==> src/rtl/ysyx_220053_mem_arb.sv <==
// Shared memory-port arbiter: LS has priority over IF, with a streak limit so IF
// cannot starve, and a response timeout. One transaction is outstanding at a time.
module ysyx_220053_mem_arb #(
  parameter int ADDR_W    = 64,
  parameter int DATA_W    = 64,
  parameter int LS_STREAK = 4,
  parameter int TIMEOUT   = 255
) (
  input  logic                clk,
  input  logic                rst,
  input  logic                if_req_valid,
  output logic                if_req_ready,
  input  logic [ADDR_W-1:0]   if_addr,
  output logic                if_resp_valid,
  output logic [DATA_W-1:0]   if_rdata,
  output logic                if_resp_err,
  input  logic                ls_req_valid,
  output logic                ls_req_ready,
  input  logic [ADDR_W-1:0]   ls_addr,
  input  logic                ls_wen,
  input  logic [DATA_W-1:0]   ls_wdata,
  input  logic [DATA_W/8-1:0] ls_wmask,
  output logic                ls_resp_valid,
  output logic [DATA_W-1:0]   ls_rdata,
  output logic                ls_resp_err,
  output logic                mem_req_valid,
  input  logic                mem_req_ready,
  output logic [ADDR_W-1:0]   mem_addr,
  output logic                mem_wen,
  output logic [DATA_W-1:0]   mem_wdata,
  output logic [DATA_W/8-1:0] mem_wmask,
  input  logic                mem_resp_valid,
  input  logic [DATA_W-1:0]   mem_rdata,
  output logic                busy,
  output logic                owner
);

  localparam int MASK_W = DATA_W / 8;
  localparam int STRK_W = $clog2(LS_STREAK + 1);
  localparam int TMO_W  = $clog2(TIMEOUT + 1);
  localparam logic [STRK_W-1:0] STRK_MAX = STRK_W'(LS_STREAK);
  localparam logic [TMO_W-1:0]  TMO_MAX  = TMO_W'(TIMEOUT);

  localparam logic [1:0] S_IDLE = 2'd0;
  localparam logic [1:0] S_REQ  = 2'd1;
  localparam logic [1:0] S_RESP = 2'd2;

  logic [1:0]        state_q, state_d;
  logic              owner_q, owner_d;
  logic [ADDR_W-1:0] addr_q, addr_d;
  logic              wen_q, wen_d;
  logic [DATA_W-1:0] wdata_q, wdata_d;
  logic [MASK_W-1:0] wmask_q, wmask_d;
  logic [STRK_W-1:0] streak_q, streak_d;
  logic [TMO_W-1:0]  tmo_q, tmo_d;
  logic              if_rv_q, if_rv_d, ls_rv_q, ls_rv_d;
  logic              if_err_q, if_err_d, ls_err_q, ls_err_d;
  logic [DATA_W-1:0] if_rdata_q, if_rdata_d, ls_rdata_q, ls_rdata_d;

  logic idle_s, ls_win_s, if_win_s;

  // Readies are gated by reset so every output reads 0 while rst is low.
  assign idle_s   = (state_q == S_IDLE) & rst;
  assign ls_win_s = idle_s & ls_req_valid & (~if_req_valid | (streak_q != STRK_MAX));
  assign if_win_s = idle_s & if_req_valid & ~ls_win_s;

  assign if_req_ready  = if_win_s;
  assign ls_req_ready  = ls_win_s;
  assign mem_req_valid = (state_q == S_REQ);
  assign busy          = (state_q != S_IDLE);
  assign owner         = owner_q;
  assign mem_addr      = addr_q;
  assign mem_wen       = wen_q;
  assign mem_wdata     = wdata_q;
  assign mem_wmask     = wmask_q;
  assign if_resp_valid = if_rv_q;
  assign if_resp_err   = if_err_q;
  assign if_rdata      = if_rdata_q;
  assign ls_resp_valid = ls_rv_q;
  assign ls_resp_err   = ls_err_q;
  assign ls_rdata      = ls_rdata_q;

  always_comb begin
    state_d    = state_q;
    owner_d    = owner_q;
    addr_d     = addr_q;
    wen_d      = wen_q;
    wdata_d    = wdata_q;
    wmask_d    = wmask_q;
    streak_d   = streak_q;
    tmo_d      = tmo_q;
    if_rv_d    = 1'b0;
    ls_rv_d    = 1'b0;
    if_err_d   = 1'b0;
    ls_err_d   = 1'b0;
    if_rdata_d = if_rdata_q;
    ls_rdata_d = ls_rdata_q;
    case (state_q)
      S_IDLE: begin
        if (ls_win_s) begin
          state_d = S_REQ;
          owner_d = 1'b1;
          addr_d  = ls_addr;
          wen_d   = ls_wen;
          wdata_d = ls_wdata;
          wmask_d = ls_wmask;
          // The streak only grows while IF is actually being held off.
          if (if_req_valid) begin
            streak_d = (streak_q == STRK_MAX) ? streak_q : streak_q + STRK_W'(1);
          end else begin
            streak_d = {STRK_W{1'b0}};
          end
        end else if (if_win_s) begin
          state_d  = S_REQ;
          owner_d  = 1'b0;
          addr_d   = if_addr;
          wen_d    = 1'b0;
          wdata_d  = {DATA_W{1'b0}};
          wmask_d  = {MASK_W{1'b0}};
          streak_d = {STRK_W{1'b0}};
        end else begin
          state_d = S_IDLE;
        end
      end
      S_REQ: begin
        if (mem_req_ready) begin
          state_d = S_RESP;
          tmo_d   = {TMO_W{1'b0}};
        end else begin
          state_d = S_REQ;
        end
      end
      S_RESP: begin
        if (mem_resp_valid) begin
          state_d = S_IDLE;
          if (owner_q) begin
            ls_rv_d    = 1'b1;
            ls_rdata_d = mem_rdata;
          end else begin
            if_rv_d    = 1'b1;
            if_rdata_d = mem_rdata;
          end
        end else if (tmo_q == TMO_MAX) begin
          state_d = S_IDLE;
          if (owner_q) begin
            ls_rv_d    = 1'b1;
            ls_err_d   = 1'b1;
            ls_rdata_d = {DATA_W{1'b0}};
          end else begin
            if_rv_d    = 1'b1;
            if_err_d   = 1'b1;
            if_rdata_d = {DATA_W{1'b0}};
          end
        end else begin
          tmo_d = tmo_q + TMO_W'(1);
        end
      end
      default: begin
        state_d = S_IDLE;
      end
    endcase
  end

  always_ff @(posedge clk or negedge rst) begin
    if (!rst) begin
      state_q    <= S_IDLE;
      owner_q    <= 1'b0;
      addr_q     <= {ADDR_W{1'b0}};
      wen_q      <= 1'b0;
      wdata_q    <= {DATA_W{1'b0}};
      wmask_q    <= {MASK_W{1'b0}};
      streak_q   <= {STRK_W{1'b0}};
      tmo_q      <= {TMO_W{1'b0}};
      if_rv_q    <= 1'b0;
      ls_rv_q    <= 1'b0;
      if_err_q   <= 1'b0;
      ls_err_q   <= 1'b0;
      if_rdata_q <= {DATA_W{1'b0}};
      ls_rdata_q <= {DATA_W{1'b0}};
    end else begin
      state_q    <= state_d;
      owner_q    <= owner_d;
      addr_q     <= addr_d;
      wen_q      <= wen_d;
      wdata_q    <= wdata_d;
      wmask_q    <= wmask_d;
      streak_q   <= streak_d;
      tmo_q      <= tmo_d;
      if_rv_q    <= if_rv_d;
      ls_rv_q    <= ls_rv_d;
      if_err_q   <= if_err_d;
      ls_err_q   <= ls_err_d;
      if_rdata_q <= if_rdata_d;
      ls_rdata_q <= ls_rdata_d;
    end
  end

endmodule

==> config.mk <==
export PLATFORM = sky130hd
export DESIGN_NAME = ysyx_220053_mem_arb
export DESIGN_NICKNAME = d
export VERILOG_FILES = /design/src/rtl/ysyx_220053_mem_arb.sv
export SDC_FILE = /design/constraint.sdc
export NUM_CORES = 1
export LEC_CHECK = 0
export ABC_AREA = 1
export CAP_MARGIN = 20
export CORE_AREA = 8 8 203 205
export CTS_BUF_LIST = sky130_fd_sc_hd__clkbuf_4 sky130_fd_sc_hd__clkbuf_8
export DETAILED_ROUTE_END_ITERATION = 6
export DIE_AREA = 0 0 211 213
export SETUP_SLACK_MARGIN = 0.5
export SKIP_LAST_GASP = 1
export SLEW_MARGIN = 20
export SYNTH_ARGS = -nofsm -noshare
export SYNTH_HDL_FRONTEND = slang
export SYNTH_SLANG_ARGS = --single-unit
==> constraint.sdc <==
create_clock -name clk -period 2.1 [get_ports clk]
set_clock_uncertainty 0.15 [all_clocks]
set_input_delay 0.42 -clock clk [delete_from_list [all_inputs] [get_ports clk]]
set_output_delay 0.42 -clock clk [all_outputs]
set_load 0.005 [all_outputs]
==> impl_results.md, run 1 <==
* DR vias/cell at 4.48
* NetSw at 8.25 mW
* Slowest-stage cell, CP: dfrtp_1
* Cell row count at 72
* ANT nets after route at 0
* Least-Margin Pin Slew at 1060 ps
* Worst Path Max Fanout at 4
* Dominant cells by area after synthesis: dfrtp_1, nand2_1, o21ai_2
* Post-Synthesis Net Count at 1538
* Worst R2R End: mem_addr[55]
* MaxCap Viol Count at 0
* Drt pass-1 iters at 5
* Total power after layout at 24.1 mW
* Post-Synth XOR/XNOR Area at 0.219%
* FF-to-FF path depth at 8
* Crit path cell chain: inv_2, ha_4, nand3_4, nand4_4, nand2_2, inv_2, buf_6
* Largest delay share family, worst path: flip-flops
* Switching fraction of total power at 34.2%
* Worst Path Arrival at 1600 ps
* Library cells used by synthesis at 27
* Total Neg Setup Slack at -110 ps
* Ys flop type: dfrtp_1
* Worst skew pair latency at 600 ps
* Clk network pwr share at 23.2%
* Fraction of registers with async set or reset after synthesis at 100%
* Max clock buf depth at 3
* CTS tree: done
* RSZ-0062 raised after global routing: yes
* Filler cells at 3772
* Failing checks: setup timing
* Total track usage at 19.1%
* Worst VDD drop at 0.579 mV
* Synthesis-stage register bit count at 283
* Share of the synthesized area in the top cell type at 59.0%
* Cells after DPL at 2271
* Wirelength per Cell at 18.6 µm
* Worst hold endpoint: if_resp_err
* Worst EP required at 1530 ps
* Largest net degree at the start of global routing at 167
* DIE HEIGHT at 213 µm
* Final core occ at 47.9%
* HP Class: primary input to flip-flop
* Adder-cell share of the synthesized area at 0.313%
* CTS Buf Count at 52
* Leakage at 9.02 nW
* Yosys warns at 0
* Gr ovfl total at 0
* Non-Filler Instances at 2405
* Initial antenna violation count at 8
* Seq/Total Area, Yosys at 59.0%
* Core area at 38100 µm²
* Critical path type: flip-flop to output port
* Syn_area_per_cell at 9.50 µm²
* Power Internal at 15.9 mW
* Placed Area at 17900 µm²
* Worst setup SP type: flip-flop
* WHS at 100 ps
* Min-Delay Startpoint: mem_resp_valid
* Top-count cell post-synth: nand2_1
* Dpl hpwl at 32300 µm
* Post-synth EDFFs at 0
* Crit path capture type: output port
* Crit path time final at 2170 ps
* CTS Sinks at 283
* Die W at 211 µm
* Final #Nets at 2116
* Comb pwr share at 38.9%
* RePlAce Congestion at 0.868
* Slew margin rel. at 29.3%
* Synth Area in Compound Gates at 11.5%
* Die area at 44900 µm²
* Hold Path Stages at 4
* PD cells at 1320 nW/µm²
* Initial Util at 31.5%
* Top post-synthesis cells by count: nand2_1, dfrtp_1, nor2_1, o21ai_2, nand3b_1
* Layout cells sized above 1 at 28.5%
* Iteration-0 DRC count of the detailed router at 592
* Yosys top cell by area: dfrtp_1
* CP dominant cell by count: inv_2
* Tcrit/Tclk final at 104%
* Post-synthesis mux area share at 0%
* PortBufs at 544
* Largest family of logic cells by synthesized area: simple AND/OR/NAND/NOR gates
* Buf+Inv Stages, Crit Path at 3
* R2R Setup Slk at 130 ps
* CTS H-tree lvls at 2
* First-pass GRT wire length at 66900 µm
* Clock slew at reported path FFs at 50 ps
* Wirelength, routed at 44700 µm
* Setup Viol. Count Final at 3
* Fin. max-slew vios at 0
* Max stage delay on crit path at 360 ps
* CTS root buffer: clkbuf_8
* Mapped Area at 12000 µm²
* R2R Path Start: streak_q[0]
* IO Pins at 545
* Peak Freq at 460 MHz
* Final worst slack at -74.1 ps
* Post-Syn Instances at 1264
* Final instance area at 18200 µm²
* Area Overhead vs Synth at 51.9%
* Reg power frac at 37.9%
* Pre-CTS WS at -337 ps
* Vias in the first global route at 11128
* Residual DRC at 0
* Simple-gate area share of the yosys netlist at 23.7%
* Status: complete, but fails checks
* Hold Vio Cnt, Final at 0
* Via Count at 10764
[kinds of logic after synthesis]
group | count (synthesis)
xor+xnor | 3
simple gates | 671
buf+inv | 102
compound gates | 202
flops | 283
fa+ha+maj | 3
[worst register-to-register path: stages, from the launching register on]
cell and delay, ps:
dfrtp_1 360, inv_2 60, ha_4 160, nand3_4 60, nand4_4 110, nand2_2 110
buf_4 590, nor2_1 170, nor2_1 140
[final cells by class]
type	instances	area, µm²	area share, %
Clock buffer	89	1070	5.86
Inverter	22	82.6	0.453
Sequential cell	283	7080	38.8
Multi-Input combinational cell	879	4340	23.8
Antenna cell	5	12.5	0.0686
Tap cell	518	648	3.55
Timing Repair Buffer	604	4960	27.2
Clock inverter	5	55.1	0.302
[layer usage]
layer  vias to the layer above  track usage [%]  routed length [µm]
met1                      5040             21.7               17200
met2                       401             31.8               22000
met3                        91             6.55                3790
met5                         -                0                  43
li1                       5226                -                   -
met4                         6             9.65                1710
[layout by cell type (no fill, tap or decap), types with 2 or more instances in the layout]
| master | synthesis | layout |
|---|---|---|
| clkinv_2 | 0 | 2 |
| buf_6 | 26 | 37 |
| nor3_1 | 2 | 2 |
| inv_1 | 19 | 16 |
| clkbuf_4 | 0 | 25 |
| buf_4 | 7 | 44 |
| nand3b_1 | 64 | 64 |
| nand2_2 | 3 | 5 |
| diode_2 | 0 | 5 |
| nand2_4 | 3 | 3 |
| buf_12 | 0 | 11 |
| nand2_1 | 440 | 438 |
| inv_2 | 3 | 6 |
| buf_2 | 32 | 228 |
| nand3_2 | 0 | 2 |
| nor2_4 | 2 | 3 |
| clkdlybuf4s50_1 | 0 | 280 |
| nand3_1 | 18 | 15 |
| o21ai_2 | 96 | 96 |
| dfrtp_1 | 283 | 283 |
| o21ai_0 | 48 | 45 |
| o21ai_1 | 55 | 58 |
| nor2_1 | 136 | 135 |
| clkinvlp_4 | 0 | 2 |
| clkbuf_8 | 0 | 65 |
| xor2_1 | 3 | 3 |
[power by group through the flow]
stage	logic, mW	clock network, mW	registers [mW]
final	9.37	5.59	9.15
after floorplan	3.81	0	9.37
after global routing	10.4	6.07	9.43
after detailed placement	11.0	0	9.22
after CTS	9.59	5.81	9.14
after global placement	10.9	0	9.16
[worst max path at each step]
| stage | startpoint | depth (start not counted) | slack [ps] | endpoint |
|---|---|---|---|---|
| 2_1_floorplan | streak_q[1] | 8 | 450 | if_req_ready |
| 3_3_place_gp | if_req_valid | 6 | -320 | if_req_ready |
| 3_5_place_dp | if_req_valid | 6 | -340 | if_req_ready |
| 4_1_cts | streak_q[0] | 7 | -160 | if_req_ready |
| 5_1_grt | state_q[0] | 6 | -190 | if_req_ready |
| 6_report | streak_q[0] | 7 | -70 | if_req_ready |
[state kept, by name, indices dropped and copies added (netlist names)]
signal,count
state_q,2
ls_rdata,64
ls_resp_err,1
tmo_q,8
mem_wen,1
mem_wdata,64
mem_wmask,8
ls_resp_valid,1
mem_addr,64
if_resp_valid,1
if_rdata,64
if_resp_err,1
streak_q,3
owner,1
[repair_timing]
| action | CTS | global route |
|---|---|---|
| setup endpoints to repair | 551 | 554 |
| resized for setup | 1094 | 6 |
| hold endpoints to repair | 283 | 121 |
| pin swaps | 3 | 2 |
| buffers inserted | 32 | 2 |
No activity file was read; power rests on OpenSTA's default activity.
==> run 2: changes to the inputs <==
--- a/config.mk
+++ b/config.mk
@@ -7,10 +7,10 @@
 export LEC_CHECK = 0
 export ABC_AREA = 1
 export CAP_MARGIN = 20
-export CORE_AREA = 8 8 203 205
+export CORE_AREA = 8 8 208 210
 export CTS_BUF_LIST = sky130_fd_sc_hd__clkbuf_4 sky130_fd_sc_hd__clkbuf_8
 export DETAILED_ROUTE_END_ITERATION = 6
-export DIE_AREA = 0 0 211 213
+export DIE_AREA = 0 0 216 218
 export SETUP_SLACK_MARGIN = 0.5
 export SKIP_LAST_GASP = 1
 export SLEW_MARGIN = 20
==> constraint.sdc (replaced) <==
create_clock -name clk -period 2.8 [get_ports clk]
set_clock_uncertainty 0.15 [all_clocks]
set_input_delay 0.56 -clock clk [delete_from_list [all_inputs] [get_ports clk]]
set_output_delay 0.56 -clock clk [all_outputs]
set_load 0.005 [all_outputs]
==> run 2 against run 1 <==
Compared with the run above: the flow now finishes without violations; critical path depth unchanged; non-clock buffer count down 33; first-iteration DRC count decreased by 4.9%; sequential cell count unchanged; combinational power shrank 14%; count of clock-buffer cells in the layout shrank 7; largest cell class unchanged; largest power group unchanged.
==> impl_results.md, run 2 (synthesized netlist as in run 1, its figures left out) <==
* WP depth at 7 (unchanged)
* Setup Viol. Count Final at 0 (was 3)
* Tcrit/Tclk final at 84.4%
* Pre-CTS WS at 38.5 ps (was -337 ps)
* Crit path time final at 2360 ps
* Final instance area at 19000 µm² (was 18200 µm²)
* Slew margin rel. at 41.4% (was 29.3%)
* Worst setup SP type: flip-flop (unchanged)
* Largest delay share family, worst path: flip-flops (unchanged)
* Leakage at 8.77 nW (was 9.02 nW)
* Area Overhead vs Synth at 58.5% (was 51.9%)
* Critical path type: flip-flop to output port (unchanged)
* Total track usage at 18.6% (was 19.1%)
* Slowest-stage cell, CP: dfrtp_1 (unchanged)
* Clock slew at reported path FFs at 60 ps (was 50 ps)
* Wirelength per Cell at 19.0 µm (was 18.6 µm)
* Largest net degree at the start of global routing at 141 (was 167)
* Final core occ at 47.4% (was 47.9%)
* RePlAce Congestion at 0.802 (was 0.868)
* Die area at 47100 µm² (was 44900 µm²)
* Crit path capture type: output port (unchanged)
* Status: complete, no violations (was complete, but fails checks)
* MaxCap Viol Count at 0 (unchanged)
* Vias in the first global route at 11125 (was 11128)
* Placed Area at 17800 µm² (was 17900 µm²)
* Total power after layout at 19.1 mW (was 24.1 mW)
* Switching fraction of total power at 32.4% (was 34.2%)
* First-pass GRT wire length at 68700 µm (was 66900 µm)
* Commonest cells after routing, fill and taps aside: clkdlybuf4s50_1, nand2_1, dfrtp_1, nor2_1, o21ai_2 (was nand2_1, dfrtp_1, clkdlybuf4s50_1, buf_2, nor2_1)
* Initial antenna violation count at 5 (was 8)
* Gr ovfl total at 0 (unchanged)
* Reg power frac at 36.0% (was 37.9%)
* Least-Margin Pin Slew at 879 ps (was 1060 ps)
* CTS root buffer: clkbuf_8 (unchanged)
* Via Count at 10655 (was 10764)
* Worst EP required at 2090 ps (was 1530 ps)
* Worst skew pair latency at 610 ps (was 600 ps)
* Crit path cell chain: inv_2, ha_4, nand3_4, nand4_4, nand2_4, inv_2, buf_6 (was inv_2, ha_4, nand3_4, nand4_4, nand2_2, inv_2, buf_6)
* DIE HEIGHT at 218 µm (was 213 µm)
* Filler cells at 3819 (was 3772)
* Worst Path Arrival at 1650 ps (was 1600 ps)
* Iteration-0 DRC count of the detailed router at 563 (was 592)
* Power Internal at 12.9 mW (was 15.9 mW)
* Clk network pwr share at 22.1% (was 23.2%)
* Layout cells sized above 1 at 13.0% (was 28.5%)
* Fin. max-slew vios at 0 (unchanged)
* Cell row count at 74 (was 72)
* Dpl hpwl at 32800 µm (was 32300 µm)
* CTS tree: done (unchanged)
* Total Neg Setup Slack at 0 ps (was -110 ps)
* Die W at 216 µm (was 211 µm)
* Cells after DPL at 2278 (was 2271)
* Wirelength, routed at 45400 µm (was 44700 µm)
* Initial Util at 29.9% (was 31.5%)
* Peak Freq at 423 MHz
* Final worst slack at 437 ps (was -74.1 ps)
* CTS Sinks at 283 (unchanged)
* Most common cell after layout, fill and taps aside: clkdlybuf4s50_1 (was nand2_1)
* Comb pwr share at 41.9% (was 38.9%)
* Max stage delay on crit path at 380 ps (was 360 ps)
* Worst Path Max Fanout at 3 (was 4)
* Non-Filler Instances at 2384 (was 2405)
* Hold Vio Cnt, Final at 0 (unchanged)
* Drt pass-1 iters at 4 (was 5)
* CTS Buf Count at 51 (was 52)
* NetSw at 6.21 mW (was 8.25 mW)
* CTS H-tree lvls at 2 (unchanged)
* ANT nets after route at 0 (unchanged)
* PortBufs at 544 (unchanged)
* PD cells at 1010 nW/µm² (was 1320 nW/µm²)
* Residual DRC at 0 (unchanged)
* Worst VDD drop at 0.560 mV (was 0.579 mV)
* Final #Nets at 2082 (was 2116)
* Max clock buf depth at 3 (unchanged)
* IO Pins at 545 (unchanged)
* RSZ-0062 raised after global routing: yes (unchanged)
* FF-to-FF path depth at 9 (was 8)
* WHS at 48.4 ps (was 100 ps)
* Core area at 40200 µm² (was 38100 µm²)
* Buf+Inv Stages, Crit Path at 3 (unchanged)
* DR vias/cell at 4.47 (was 4.48)
* HP Class: primary input to asynchronous set/reset pin (was primary input to flip-flop)
* CP dominant cell by count: inv_2 (unchanged)
## run 2: timing repair
action,4_1_cts,5_1_grt
hold endpoints to repair,63,6
setup buffers,6,1
hold buffers,1,1
setup endpoints to repair,24,21
gates resized for setup,46,16
pin swaps,3,1
## run 2: cell type report
cell class	instances	area, µm²	share of cell area (%)
diodes	5	12.5	0.0657
well taps	532	666	3.50
repair buffers	571	5730	30.1
clock inverters	10	100	0.526
clock buffers	82	1020	5.34
multi-input cells	879	4340	22.8
inverters	22	82.6	0.434
flip-flops and latches	283	7080	37.2
## run 2: power groups by stage
| stage | Combinational, mW | Clock [mW] | Sequential, mW |
|---|---|---|---|
| floorplan | 2.83 | 0 | 7.02 |
| global placement | 8.13 | 0 | 6.86 |
| detailed placement | 8.20 | 0 | 6.94 |
| CTS | 8.22 | 4.41 | 6.90 |
| global route | 8.77 | 4.55 | 7.11 |
| finish | 8.02 | 4.23 | 6.88 |
## run 2: path summary, 6_finish.rpt
path,startpoint,to,slack [ps]
max reg2reg,tmo_q[0],ls_rdata[1],650
max in group asynchronous,rst,mem_wdata[26],1290
min in group clk,mem_resp_valid,if_resp_err,220
min,rst,tmo_q[4],50
min reg2reg,mem_wdata[29],mem_wdata[29],320
max,streak_q[0],if_req_ready,440
## run 2: worst reg2reg max path: stages (launching register included)
cell     delay (ps)
dfrtp_1         410
ha_1            250
nand2_1         110
nor2_4           50
nand2_2          90
nand2_4          80
nand2_4         360
buf_12          340
nand2_1         110
o21ai_1         110
## run 2: layer usage
layer,share of wire (%),wire length (µm),GRT usage [%]
met5,0,0,0
met4,2.6,1160,6.61
met3,7.9,3600,6.37
met2,50,22900,32.3
met1,39,17700,21.2
==> run 3: changes to the inputs <==
--- a/config.mk
+++ b/config.mk
@@ -7,10 +7,10 @@
 export LEC_CHECK = 0
 export ABC_AREA = 1
 export CAP_MARGIN = 20
-export CORE_AREA = 8 8 208 210
+export CORE_AREA = 8 8 207 209
 export CTS_BUF_LIST = sky130_fd_sc_hd__clkbuf_4 sky130_fd_sc_hd__clkbuf_8
 export DETAILED_ROUTE_END_ITERATION = 6
-export DIE_AREA = 0 0 216 218
+export DIE_AREA = 0 0 215 217
 export SETUP_SLACK_MARGIN = 0.5
 export SKIP_LAST_GASP = 1
 export SLEW_MARGIN = 20
==> constraint.sdc (replaced) <==
create_clock -name clk -period 1.9 [get_ports clk]
set_clock_uncertainty 0.15 [all_clocks]
set_input_delay 0.38 -clock clk [delete_from_list [all_inputs] [get_ports clk]]
set_output_delay 0.38 -clock clk [all_outputs]
set_load 0.005 [all_outputs]
==> run 3 against run 2 <==
Compared with the run above: the run now ends with setup timing left; utilization rose by 8.9 points; routed wire length increased by 19%; non-clock buffer count grew 186; combinational power is 81% higher; register-to-register slack worse by 640 ps; first-iteration DRC count increased by 12%; sequential cell count unchanged; sequential share of layout area shrank 5.3 points; final cell count up 7.3%; die area is 0.92% lower; hold slack better by 74 ps; highest routed layer unchanged.
==> impl_results.md, run 3 (synthesized netlist as in run 1, its figures left out) <==
* WP depth at 7 (unchanged)
* Worst setup SP type: flip-flop (unchanged)
* HP Class: primary input to flip-flop (was primary input to asynchronous set/reset pin)
* PD cells at 1400 nW/µm² (was 1010 nW/µm²)
* Via Count at 11945 (was 10655)
* Buf+Inv Stages, Crit Path at 3 (unchanged)
* Total track usage at 19.9% (was 18.6%)
* Max stage delay on crit path at 370 ps (was 380 ps)
* Total Neg Setup Slack at -1030 ps (was 0 ps)
* Layout cells sized above 1 at 46.0% (was 13.0%)
* DR vias/cell at 4.67 (was 4.47)
* CTS tree: done (unchanged)
* Hold Vio Cnt, Final at 0 (unchanged)
* R2R Path Start: streak_q[0] (was tmo_q[0])
* First-pass GRT wire length at 73500 µm (was 68700 µm)
* Slew margin rel. at 74.0% (was 41.4%)
* Clock slew at reported path FFs at 60 ps (about the same)
* Final #Nets at 2272 (was 2082)
* Initial antenna violation count at 3 (was 5)
* Final worst slack at -349 ps (was 437 ps)
* Fin. max-slew vios at 0 (unchanged)
* Failing checks: setup timing
* Max clock buf depth at 3 (unchanged)
* Min-Delay Startpoint: mem_resp_valid
* PortBufs at 544 (unchanged)
* CTS root buffer: clkbuf_8 (unchanged)
* Status: complete, but fails checks (was complete, no violations)
* Crit path time final at 2250 ps
* Critical path type: flip-flop to output port (unchanged)
* Worst VDD drop at 0.810 mV (was 0.560 mV)
* Iteration-0 DRC count of the detailed router at 632 (was 563)
* Drt pass-1 iters at 5 (was 4)
* Vias in the first global route at 11767 (was 11125)
* Slowest-stage cell, CP: dfrtp_1 (unchanged)
* Gr ovfl total at 0 (unchanged)
* CTS H-tree lvls at 2 (unchanged)
* Crit path cell chain: inv_2, ha_4, nand3_4, nand4_4, nand2_4, inv_4, buf_6 (was inv_2, ha_4, nand3_4, nand4_4, nand2_4, inv_2, buf_6)
* Commonest cells after routing, fill and taps aside: nand2_1, dfrtp_1, clkdlybuf4s50_1, buf_2, o21ai_2 (was clkdlybuf4s50_1, nand2_1, dfrtp_1, nor2_1, o21ai_2)
* RSZ-0062 raised after global routing: yes (unchanged)
* Tcrit/Tclk final at 118%
* RePlAce Congestion at 0.792 (was 0.802)
* Initial Util at 30.4% (was 29.9%)
* R2R Setup Slk at 10 ps (was 650 ps)
* Largest delay share family, worst path: flip-flops (unchanged)
* Largest net degree at the start of global routing at 95 (was 141)
* Worst EP required at 1370 ps (was 2090 ps)
* Die W at 215 µm (was 216 µm)
* Peak Freq at 445 MHz
* Wirelength per Cell at 21.2 µm (was 19.0 µm)
* Hold Path Stages at 4
* Worst Path Max Fanout at 4 (was 3)
* Leakage at 10.6 nW (was 8.77 nW)
* Setup Viol. Count Final at 4 (was 0)
* Filler cells at 3483 (was 3819)
* Least-Margin Pin Slew at 389 ps (was 879 ps)
* CTS Sinks at 283 (unchanged)
* Most common cell after layout, fill and taps aside: nand2_1 (was clkdlybuf4s50_1)
* Worst R2R End: mem_addr[38] (was ls_rdata[1])
* Wirelength, routed at 54100 µm (was 45400 µm)
* CTS Buf Count at 52 (was 51)
* Area Overhead vs Synth at 84.9% (was 58.5%)
* Dpl hpwl at 32300 µm (was 32800 µm)
* IO Pins at 545 (unchanged)
* DIE HEIGHT at 217 µm (was 218 µm)
* FF-to-FF path depth at 11 (was 9)
* Cell row count at 73 (was 74)
* Die area at 46700 µm² (was 47100 µm²)
* Pre-CTS WS at -446 ps (was 38.5 ps)
* Core area at 39500 µm² (was 40200 µm²)
* Worst Path Arrival at 1720 ps (was 1650 ps)
* Crit path capture type: output port (unchanged)
* MaxCap Viol Count at 0 (unchanged)
* ANT nets after route at 0 (unchanged)
* Residual DRC at 0 (unchanged)
* Worst hold endpoint: state_q[1]
* Worst skew pair latency at 610 ps (about the same)
## run 3: worst register-to-register path: stages (launching register included)
cell,delay [ps]
dfrtp_1,370
inv_2,60
ha_4,170
nand3_4,60
nand4_4,160
nand2_4,140
buf_4,120
buf_12,160
buf_12,130
buf_16,150
nor2_4,40
nor2_1,110
## run 3: worst max path at each step
stage	start	to	slack, ps
2_1_floorplan	streak_q[1]	if_req_ready	290
3_3_place_gp	if_req_valid	if_req_ready	-420
3_5_place_dp	if_req_valid	if_req_ready	-450
4_1_cts	streak_q[0]	if_req_ready	-380
5_1_grt	streak_q[0]	if_req_ready	-430
6_report	streak_q[0]	if_req_ready	-350
## run 3: layout make-up
cell class                      instances  area (µm²)  share of cell area (%)
Antenna cell                            4        10.0                  0.0451
Clock buffer                           78         980                    4.41
Clock inverter                          8        71.3                   0.321
Inverter                               22        97.6                   0.439
Multi-Input combinational cell        882        5890                    26.5
Sequential cell                       283        7080                    31.9
Tap cell                              525         657                    2.96
Timing Repair Buffer                  757        7430                    33.4
## run 3: repair_timing
action	4_1_cts	5_1_grt
hold buffers	3	0
setup buffers	64	48
gates cloned	21	36
endpoints found under the setup margin	555	742
hold endpoints to repair	99	0
resized for setup	1240	413
pin swaps	7	53
## run 3: power breakdown
part | internal [mW] | total [mW] | switching, mW | leakage, nW
clock network | 3.40 | 6.03 | 2.64 | 0.560
registers | 8.72 | 10.4 | 1.72 | 3.59
logic | 7.74 | 14.5 | 6.81 | 6.46
## run 3: routing by layer
layer  global-route usage [%]  part of all wire, %
met4                     7.65                  3.2
met1                     23.2                   39
met5                        0                    0
met2                     34.3                   50
met3                     6.09                  7.2
## run 3: stage by stage
stage               power [mW]  hold slack, ps  cells  area, µm²  utilization, %
finish                    31.0             122   2559      22200            56.3
floorplan                 14.6           -65.6   1264      12100               -
CTS                       28.3            50.2   2471      19500            49.4
global placement          22.3            24.2   2297      18100            45.9
detailed placement        22.5            26.6   2297      18100            45.9
global route              32.9             104   2558      22200            56.3
